--- config.mk ---
export PLATFORM = sky130hd
export DESIGN_NAME = ysyx_23060236_ifu
export DESIGN_NICKNAME = d
export VERILOG_FILES = /design/src/rtl/ysyx_23060236_ifu_pkg.sv /design/src/rtl/ysyx_23060236_ifu.sv
export SDC_FILE = /design/constraint.sdc
export NUM_CORES = 1
export LEC_CHECK = 0
export ABC_AREA = 1
export BUFFER_PORTS_ARGS = -buffer_cell sky130_fd_sc_hd__buf_2
export CORE_ASPECT_RATIO = 0.5
export CORE_MARGIN = 5
export CORE_UTILIZATION = 51
export CTS_BUF_LIST = sky130_fd_sc_hd__clkbuf_4 sky130_fd_sc_hd__clkbuf_8
export DETAILED_ROUTE_END_ITERATION = 8
export PLACE_DENSITY = 0.82
export SLEW_MARGIN = 25
export SYNTH_ARGS = -nofsm -noshare
export SYNTH_HDL_FRONTEND = slang
export SYNTH_SLANG_ARGS = --single-unit
--- constraint.sdc ---
create_clock -name clock -period 2.1 [get_ports clock]
set_clock_uncertainty 0.2 [all_clocks]
set_input_delay 0.525 -clock clock [delete_from_list [all_inputs] [get_ports clock]]
set_output_delay 0.525 -clock clock [all_outputs]
set_load 0.02 [all_outputs]
--- src/rtl/ysyx_23060236_ifu_pkg.sv ---
// Shared definitions for the instruction fetch unit: FSM states, response
// codes and the default reset fetch address.
package ysyx_23060236_ifu_pkg;

  typedef enum logic [1:0] {
    ST_REQ  = 2'd0,
    ST_WAIT = 2'd1,
    ST_HOLD = 2'd2
  } ifu_state_e;

  localparam logic [1:0]  RESP_OKAY        = 2'b00;
  localparam logic [31:0] DEFAULT_RESET_PC = 32'h3000_0000;

  // Any non-OKAY read response is reported to decode as an access fault.
  function automatic logic resp_is_fault(input logic [1:0] resp);
    return resp != RESP_OKAY;
  endfunction

endpackage

--- src/rtl/ysyx_23060236_ifu.sv ---
// Instruction fetch unit: owns the fetch PC, issues one read per instruction,
// captures the BTB prediction at the address handshake and presents
// {inst, pc, pred_npc, access_fault} to decode over valid/ready.
//
// state | meaning
// ------+-------------------------------------------------------------------
// REQ   | read address presented (arvalid=1); address held until arready
// WAIT  | one read outstanding (rready=1); response dropped if kill is set
// HOLD  | instruction presented to decode (ifu_valid=1) until idu_ready
module ysyx_23060236_ifu
  import ysyx_23060236_ifu_pkg::*;
#(
  parameter int unsigned          ADDR_W   = 32,
  parameter int unsigned          DATA_W   = 32,
  parameter logic [ADDR_W-1:0]    RESET_PC = ADDR_W'(DEFAULT_RESET_PC)
) (
  input  logic              clock,
  input  logic              reset,

  output logic [ADDR_W-1:0] btb_araddr,
  input  logic [ADDR_W-1:0] btb_rdata,

  output logic              ifu_arvalid,
  input  logic              ifu_arready,
  output logic [ADDR_W-1:0] ifu_araddr,
  input  logic              ifu_rvalid,
  output logic              ifu_rready,
  input  logic [DATA_W-1:0] ifu_rdata,
  input  logic [1:0]        ifu_rresp,

  output logic              ifu_valid,
  input  logic              idu_ready,
  output logic [DATA_W-1:0] inst,
  output logic [ADDR_W-1:0] pc,
  output logic [ADDR_W-1:0] pred_npc,
  output logic              access_fault,

  input  logic              redirect_valid,
  input  logic [ADDR_W-1:0] redirect_pc
);

  ifu_state_e        state_q;
  logic [ADDR_W-1:0] pc_q;        // architectural fetch PC
  logic [ADDR_W-1:0] redir_pc_q;  // latest redirect target while a response is being squashed
  logic              kill_q;      // the outstanding / about-to-issue response must be dropped
  logic [DATA_W-1:0] inst_q;
  logic [ADDR_W-1:0] pc_out_q;
  logic [ADDR_W-1:0] pred_q;
  logic              fault_q;
  logic              arvalid_q;
  logic              rready_q;
  logic              valid_q;

  // Fetch FSM: PC, kill tracking, output register and registered handshake flags.
  always_ff @(posedge clock) begin
    if (!reset) begin
      state_q    <= ST_REQ;
      pc_q       <= RESET_PC;
      redir_pc_q <= RESET_PC;
      kill_q     <= 1'b0;
      inst_q     <= '0;
      pc_out_q   <= '0;
      pred_q     <= '0;
      fault_q    <= 1'b0;
      arvalid_q  <= 1'b1;
      rready_q   <= 1'b0;
      valid_q    <= 1'b0;
    end else begin
      case (state_q)
        ST_REQ: begin
          // The request address must not change before arready, so a redirect
          // here only arms the squash; the new PC is applied once the dropped
          // response returns (or right away if the handshake is this cycle).
          if (redirect_valid) begin
            kill_q     <= 1'b1;
            redir_pc_q <= redirect_pc;
          end
          if (ifu_arready) begin
            pred_q    <= btb_rdata;
            state_q   <= ST_WAIT;
            arvalid_q <= 1'b0;
            rready_q  <= 1'b1;
            if (redirect_valid) begin
              pc_q <= redirect_pc;
            end
          end
        end

        ST_WAIT: begin
          if (redirect_valid) begin
            pc_q       <= redirect_pc;
            redir_pc_q <= redirect_pc;
            if (ifu_rvalid) begin
              // Response arrives with the redirect: drop it and refetch now.
              kill_q    <= 1'b0;
              state_q   <= ST_REQ;
              arvalid_q <= 1'b1;
              rready_q  <= 1'b0;
            end else begin
              kill_q <= 1'b1;
            end
          end else if (ifu_rvalid) begin
            rready_q <= 1'b0;
            if (kill_q) begin
              kill_q    <= 1'b0;
              pc_q      <= redir_pc_q;
              state_q   <= ST_REQ;
              arvalid_q <= 1'b1;
            end else begin
              inst_q   <= ifu_rdata;
              pc_out_q <= pc_q;
              fault_q  <= resp_is_fault(ifu_rresp);
              state_q  <= ST_HOLD;
              valid_q  <= 1'b1;
            end
          end
        end

        ST_HOLD: begin
          // A redirect wins over idu_ready: decode flushes on the same pulse.
          if (redirect_valid) begin
            pc_q      <= redirect_pc;
            state_q   <= ST_REQ;
            valid_q   <= 1'b0;
            arvalid_q <= 1'b1;
          end else if (idu_ready) begin
            pc_q      <= pred_q;
            state_q   <= ST_REQ;
            valid_q   <= 1'b0;
            arvalid_q <= 1'b1;
          end
        end

        default: begin
          state_q   <= ST_REQ;
          kill_q    <= 1'b0;
          arvalid_q <= 1'b1;
          rready_q  <= 1'b0;
          valid_q   <= 1'b0;
        end
      endcase
    end
  end

  // Address side reads the PC register directly; BTB lookup uses the same PC.
  always_comb begin
    btb_araddr   = pc_q;
    ifu_araddr   = pc_q;
    ifu_arvalid  = arvalid_q;
    ifu_rready   = rready_q;
    ifu_valid    = valid_q;
    inst         = inst_q;
    pc           = pc_out_q;
    pred_npc     = pred_q;
    access_fault = fault_q;
  end

endmodule

# After elaboration in Yosys (flattened, before gate mapping)
# Cells that the tools add are included.
dict set report totals {
  memories 0
  wordCells 75
  out_inout_bits 164
  latch_bits 0
  reg_bits 167
  mem_bits_rw 0
  mem_bits_ro 0
}
dict set report classes {
  n_lt_le_gt_ge 0
  n_bitwise 4
  div_mod_pow 0
  n_mul 0
  n_mux 37
  n_eq_ne 10
  n_shift 0
  n_addsub 0
  n_reduce_logical 13
}
# operator n
set ops {}
lappend ops {{$mux W32} 7}
lappend ops {{$pmux W32 S3} 1}
lappend ops {{$mux W1} 17}
lappend ops {{$mux W2} 7}
lappend ops {{$pmux W1 S3} 4}
lappend ops {{$ne A2 B2 Y1 const B} 5}
lappend ops {{$ne A3 B3 Y1 const B} 3}
lappend ops {{$reduce_and A3 Y1} 3}
lappend ops {{$reduce_and A4 Y1} 2}
lappend ops {{$pmux W2 S3} 1}
lappend ops {{$reduce_and A6 Y1} 1}
lappend ops {{$reduce_and A5 Y1} 1}
lappend ops {{$not A1 Y1} 4}
lappend ops {{$reduce_and A2 Y1} 2}
lappend ops {{$reduce_bool A3 Y1} 1}
lappend ops {{$eq A2 B1 Y1 const B} 1}
lappend ops {{$eq A2 B2 Y1 const B} 1}
lappend ops {{$logic_not A2 Y1} 1}
lappend ops {{$reduce_bool A2 Y1} 1}
lappend ops {{$reduce_or A2 Y1} 1}

# Logic depth before layout (Yosys ltp)
dict set report depth {
  ltp_word 4
  mapped_depth 10
  mapped_depth_nobuf 9
}

# Least setup slack after synthesis
# Ideal clock, no wire load.
dict set report synth_timing {
  path_type {reg-to-reg}
  start {register state_q[1]}
  end {register redir_pc_q[3]}
  slack_ps 401
  path_buffers 2
  arrival_time_ps 1379
  synth_period_minus_slack_ps 1699
  path_stages_with_launch 10
  required_time_ps 1781
  setup_time_ps 119
  path_cell_list {dfxtp_1 > inv_1 > ha_1 > buf_2 > inv_1 > a21oi_2 > inv_2 > buf_2 > o21ai_0 > a21oi_1}
}
dict set report synth_between {
  elab_chain_len 3
}
# element line
set synth_lines {}
lappend synth_lines {{start, declared} ysyx_23060236_ifu.sv:42} ;# ifu_state_e state_q;
lappend synth_lines {{start signal, assigned} ysyx_23060236_ifu.sv:57} ;# state_q <= ST_REQ;
lappend synth_lines {{start signal, assigned} ysyx_23060236_ifu.sv:80} ;# state_q <= ST_WAIT;
lappend synth_lines {{start signal, assigned} ysyx_23060236_ifu.sv:96} ;# state_q <= ST_REQ;
lappend synth_lines {{$eq A2 B1 Y1 or $logic_not A2 Y1 (tied branches)} ysyx_23060236_ifu.sv:69} ;# case (state_q)
lappend synth_lines {{$reduce_or A2 Y1 (no source line) *} --}
lappend synth_lines {{$reduce_and A2 Y1 (no source line) *} --}
lappend synth_lines {{end signal, assigned} ysyx_23060236_ifu.sv:76} ;# redir_pc_q <= redirect_pc;
lappend synth_lines {{end signal, assigned} ysyx_23060236_ifu.sv:92} ;# redir_pc_q <= redirect_pc;
lappend synth_lines {{end, declared} ysyx_23060236_ifu.sv:44} ;# logic [ADDR_W-1:0] redir_pc_q;
# Mark *: on every way between the ends. The rest lies on a longest branch, timed or not.
# A chain may end at the register's enable or synchronous reset.

# Worst setup path in the final report
dict set report layout_timing {
  start {register state_q[0]}
  end {register pc_q[15], in the netlist btb_araddr[15]}
}
dict set report layout_between {
  elab_chain_len 3
}
# element line
set layout_lines {}
lappend layout_lines {{$eq A2 B1 Y1 (tied with other cells)} ysyx_23060236_ifu.sv:69}
lappend layout_lines {{$ne A3 B3 Y1 (no source line) (tied with other cells)} --}
lappend layout_lines {{$reduce_and A6 Y1 (no source line)} --}
lappend layout_lines {{end signal, assigned} ysyx_23060236_ifu.sv:84} ;# pc_q <= redirect_pc;
lappend layout_lines {{end signal, assigned} ysyx_23060236_ifu.sv:91} ;# pc_q <= redirect_pc;
lappend layout_lines {{end signal, assigned} ysyx_23060236_ifu.sv:106} ;# pc_q <= redir_pc_q;
lappend layout_lines {{end, declared} ysyx_23060236_ifu.sv:43} ;# logic [ADDR_W-1:0] pc_q;
# Several ways; a longest one is shown, not always the timed one.

==> results.toml <==
[timing]
finalSetupViolCount = 0
fin_crit_ns = 1.96
period_share_pct = 93.4
slew_headroom_pct = 77.6
hold_ws_ns = 0.110
max_slew.worst_pin.slew_ns = 0.337
rsz0062_at_grt = "false"
slew_viol_final = 0
hold_viol = 0
fmax_mhz = 510
setup-tns-final_ns = 0

[critical_path]
worstSetupEndpointType = "flop"
r2r-start = "state_q[0]"
r2r_cells = 9
startpoint = "state_q[0]"
cpPeakStageDelay_ns = 0.39
cp-endpoint = "btb_araddr[15]"
critical_path_buf_inv_count = 3
arrival_ns = 2.09
criticalPathCategory = "reg2reg"
critPathLaunchType = "flop"
timing.critical_path.max_delay_family = "simple AND/OR/NAND/NOR gates"
crit_chain = "inv_1 -> ha_1 -> inv_2 -> nand2_1 -> nand2_1 -> nand4_1 -> buf_4 -> nor2_1 -> nor2_1"
r2r_slack_ns = 0.14
path_max_fanout = 16
crit_slowest_cell = "dfxtp_1"
r2r-end = "btb_araddr[15]"
cp.required_ns = 2.23
path_depth = 9

[placement]
postPlaceCellArea_sq_um = 8470
gp_congestion = 0.876
io_buffers = 267
hpwlAfterDp_microns = 15100

[layout]
design_area_sq_um = 8860
drive_gt1_share_pct = 26.5
diodes = 0
nets = 1351
syn2layout_area_growth_pct = 23.5

[synthesis]
syn_inst = 1031
synthArstFlopShare_pct = 0
synth-edff-count = 0
yosysMostFrequentCell = "nor2_1"
ys.flop_type = "dfxtp_1"
ys.warnings.count = 0
netlist_area_sq_um = 7180
synth-seq-area-share_pct = 46.6
syn_avg_cell_area_sq_um = 6.96
yosysTopAreaCell = "dfxtp_1"
ys_top_cells_by_count = "nor2_1 (305), nand2_1 (231), dfxtp_1 (167)"
yosys-top-cells-area = "dfxtp_1 (47%), nor2_1 (16%), nand2_1 (12%), o21ai_0 (9.0%), buf_4 (3.7%)"
ys_types = 23
ys_seq_elements = 167
synth_top_area_share_pct = 46.6
syn-num-nets = 1140

[detailed_routing]
first_iter_violations = 533
ant_nets = 0
vias = 7188
firstDrtPassIters = 5
totalWireLength_microns = 21100
wl_per_cell_microns = 14.6
viasPerCell = 4.97
drc = 0

[power]
power_per_cell_area_nw_per_um2 = 947
seq_power_share_pct = 45.0
ir_drop_mv = 0.370
p_int_w = 0.00535
switchingPower_w = 0.00304
clkPwrFrac_pct = 27.8
combPwrFrac_pct = 27.2
p_total_w = 0.00839
leakage_nw = 4.51
swShare_pct = 36.2

[clock_tree]
htreeDepth = 4
cts_tree = "done"
cts.clk_slew.worst_paths_ns = 0.10
clkSinkCount = 167
cts-root-buf = "clkbuf_8"
clk_path_buf_depth = 2
cts-buffers-inserted = 17
hold_buffers = 0
cts_resized = 0
postCtsSetupRepairBufs = 0
worstSkewPairLatency_ns = 0.45

[global_route]
grt_pass1_wl_microns = 33400
grt_max_degree = 92
grt_pass1_vias = 6605
antenna_found_initial = 1
gr-total-overflow = 0
groute.usage.overall_pct = 24.6

[worst_hold_path]
hp-start = "ifu_rdata[3]"
min_path_type = "in2reg"

[floorplanning]
die_x_microns = 178
rows = 30
initial_core_util_pct = 52.5
io_pins = 268
die_area_sq_um = 16700
core_sq_um = 13700
die_y_microns = 93.9

[job]
drv_cap = 0

[status]
status = "completed"
routing by layer:
| layer | vias to the layer above | GRT usage [%] | share of wire (%) |
|---|---|---|---|
| met2 | 293 | 38.0 | 44 |
| li1 | 3634 | - | - |
| met1 | 3234 | 35.0 | 46 |
| met3 | 25 | 5.27 | 8.9 |
| met5 | - | 0 | 0.033 |
| met4 | 2 | 6.30 | 1.3 |
cell families after synthesis:
logic type / Yosys count / synth area share, %
buf+inv: 121 / 9.17
flops: 167 / 46.6
fa+ha+maj: 5 / 0.871
compound gates: 185 / 14.0
simple gates: 553 / 29.4
how the worst min path moves through the flow:
stage	endpoint	slack, ns	depth (start not counted)
after floorplan	redir_pc_q[5]	0.22	2
after detailed placement	ifu_arvalid	0.24	2
after global placement	redir_pc_q[0]	0.23	2
final	inst[3]	0.11	3
after CTS	inst[3]	0.1	3
after global routing	access_fault	0.11	3
final cells by class:
cell class	instances	area, sq um
inverters	22	82.6
well taps	192	240
clock buffers	20	269
fillers	1252	4800
repair buffers	291	1620
flip-flops and latches	167	3340
multi-input cells	743	3180
clock inverters	12	130
through the flow:
stage	instances	utilization, %	setup WS [ns]
after floorplan	1031	-	0.401
after global placement	1415	62.0	0.153
after detailed placement	1415	62.0	0.101
after CTS	1447	64.9	0.176
after global routing	1447	64.9	0.0139
final	1447	64.9	0.139
power by group through the flow:
stage / Clock (W) / Sequential (W) / Combinational (W)
2_1_floorplan: 0 / 0.00409 / 0.00129
3_3_place_gp: 0 / 0.00383 / 0.00223
3_5_place_dp: 0 / 0.00384 / 0.00227
4_1_cts: 0.00237 / 0.00377 / 0.00228
5_1_grt: 0.00251 / 0.00382 / 0.00251
6_report: 0.00233 / 0.00378 / 0.00228
tightest hold or removal path, stage by stage:
cell	delay (ns)
buf_2	0.08
o21ai_1	0.05
nor2_1	0.07
registers in the layout, summed over array words and instances (netlist names):
signal	flops
ifu_valid	1
state_q	2
ifu_arvalid	1
redir_pc_q	32
pc	32
pred_npc	32
access_fault	1
kill_q	1
btb_araddr	32
ifu_rready	1
inst	32
cell usage in the layout (no fill, tap or decap), types with 8 or more instances in the layout:
| cell | netlist | final |
|---|---|---|
| nor2_1 | 305 | 304 |
| buf_2 | 28 | 266 |
| nand2_1 | 231 | 231 |
| dfxtp_1 | 167 | 167 |
| o21ai_0 | 129 | 129 |
| o21bai_1 | 30 | 30 |
| clkbuf_8 | 0 | 19 |
| inv_1 | 19 | 18 |
| buf_4 | 35 | 17 |
| a21oi_1 | 14 | 14 |
| o21ai_1 | 11 | 11 |
| nand3_1 | 9 | 9 |
| buf_12 | 0 | 8 |
(Power assumes the default switching activity.)
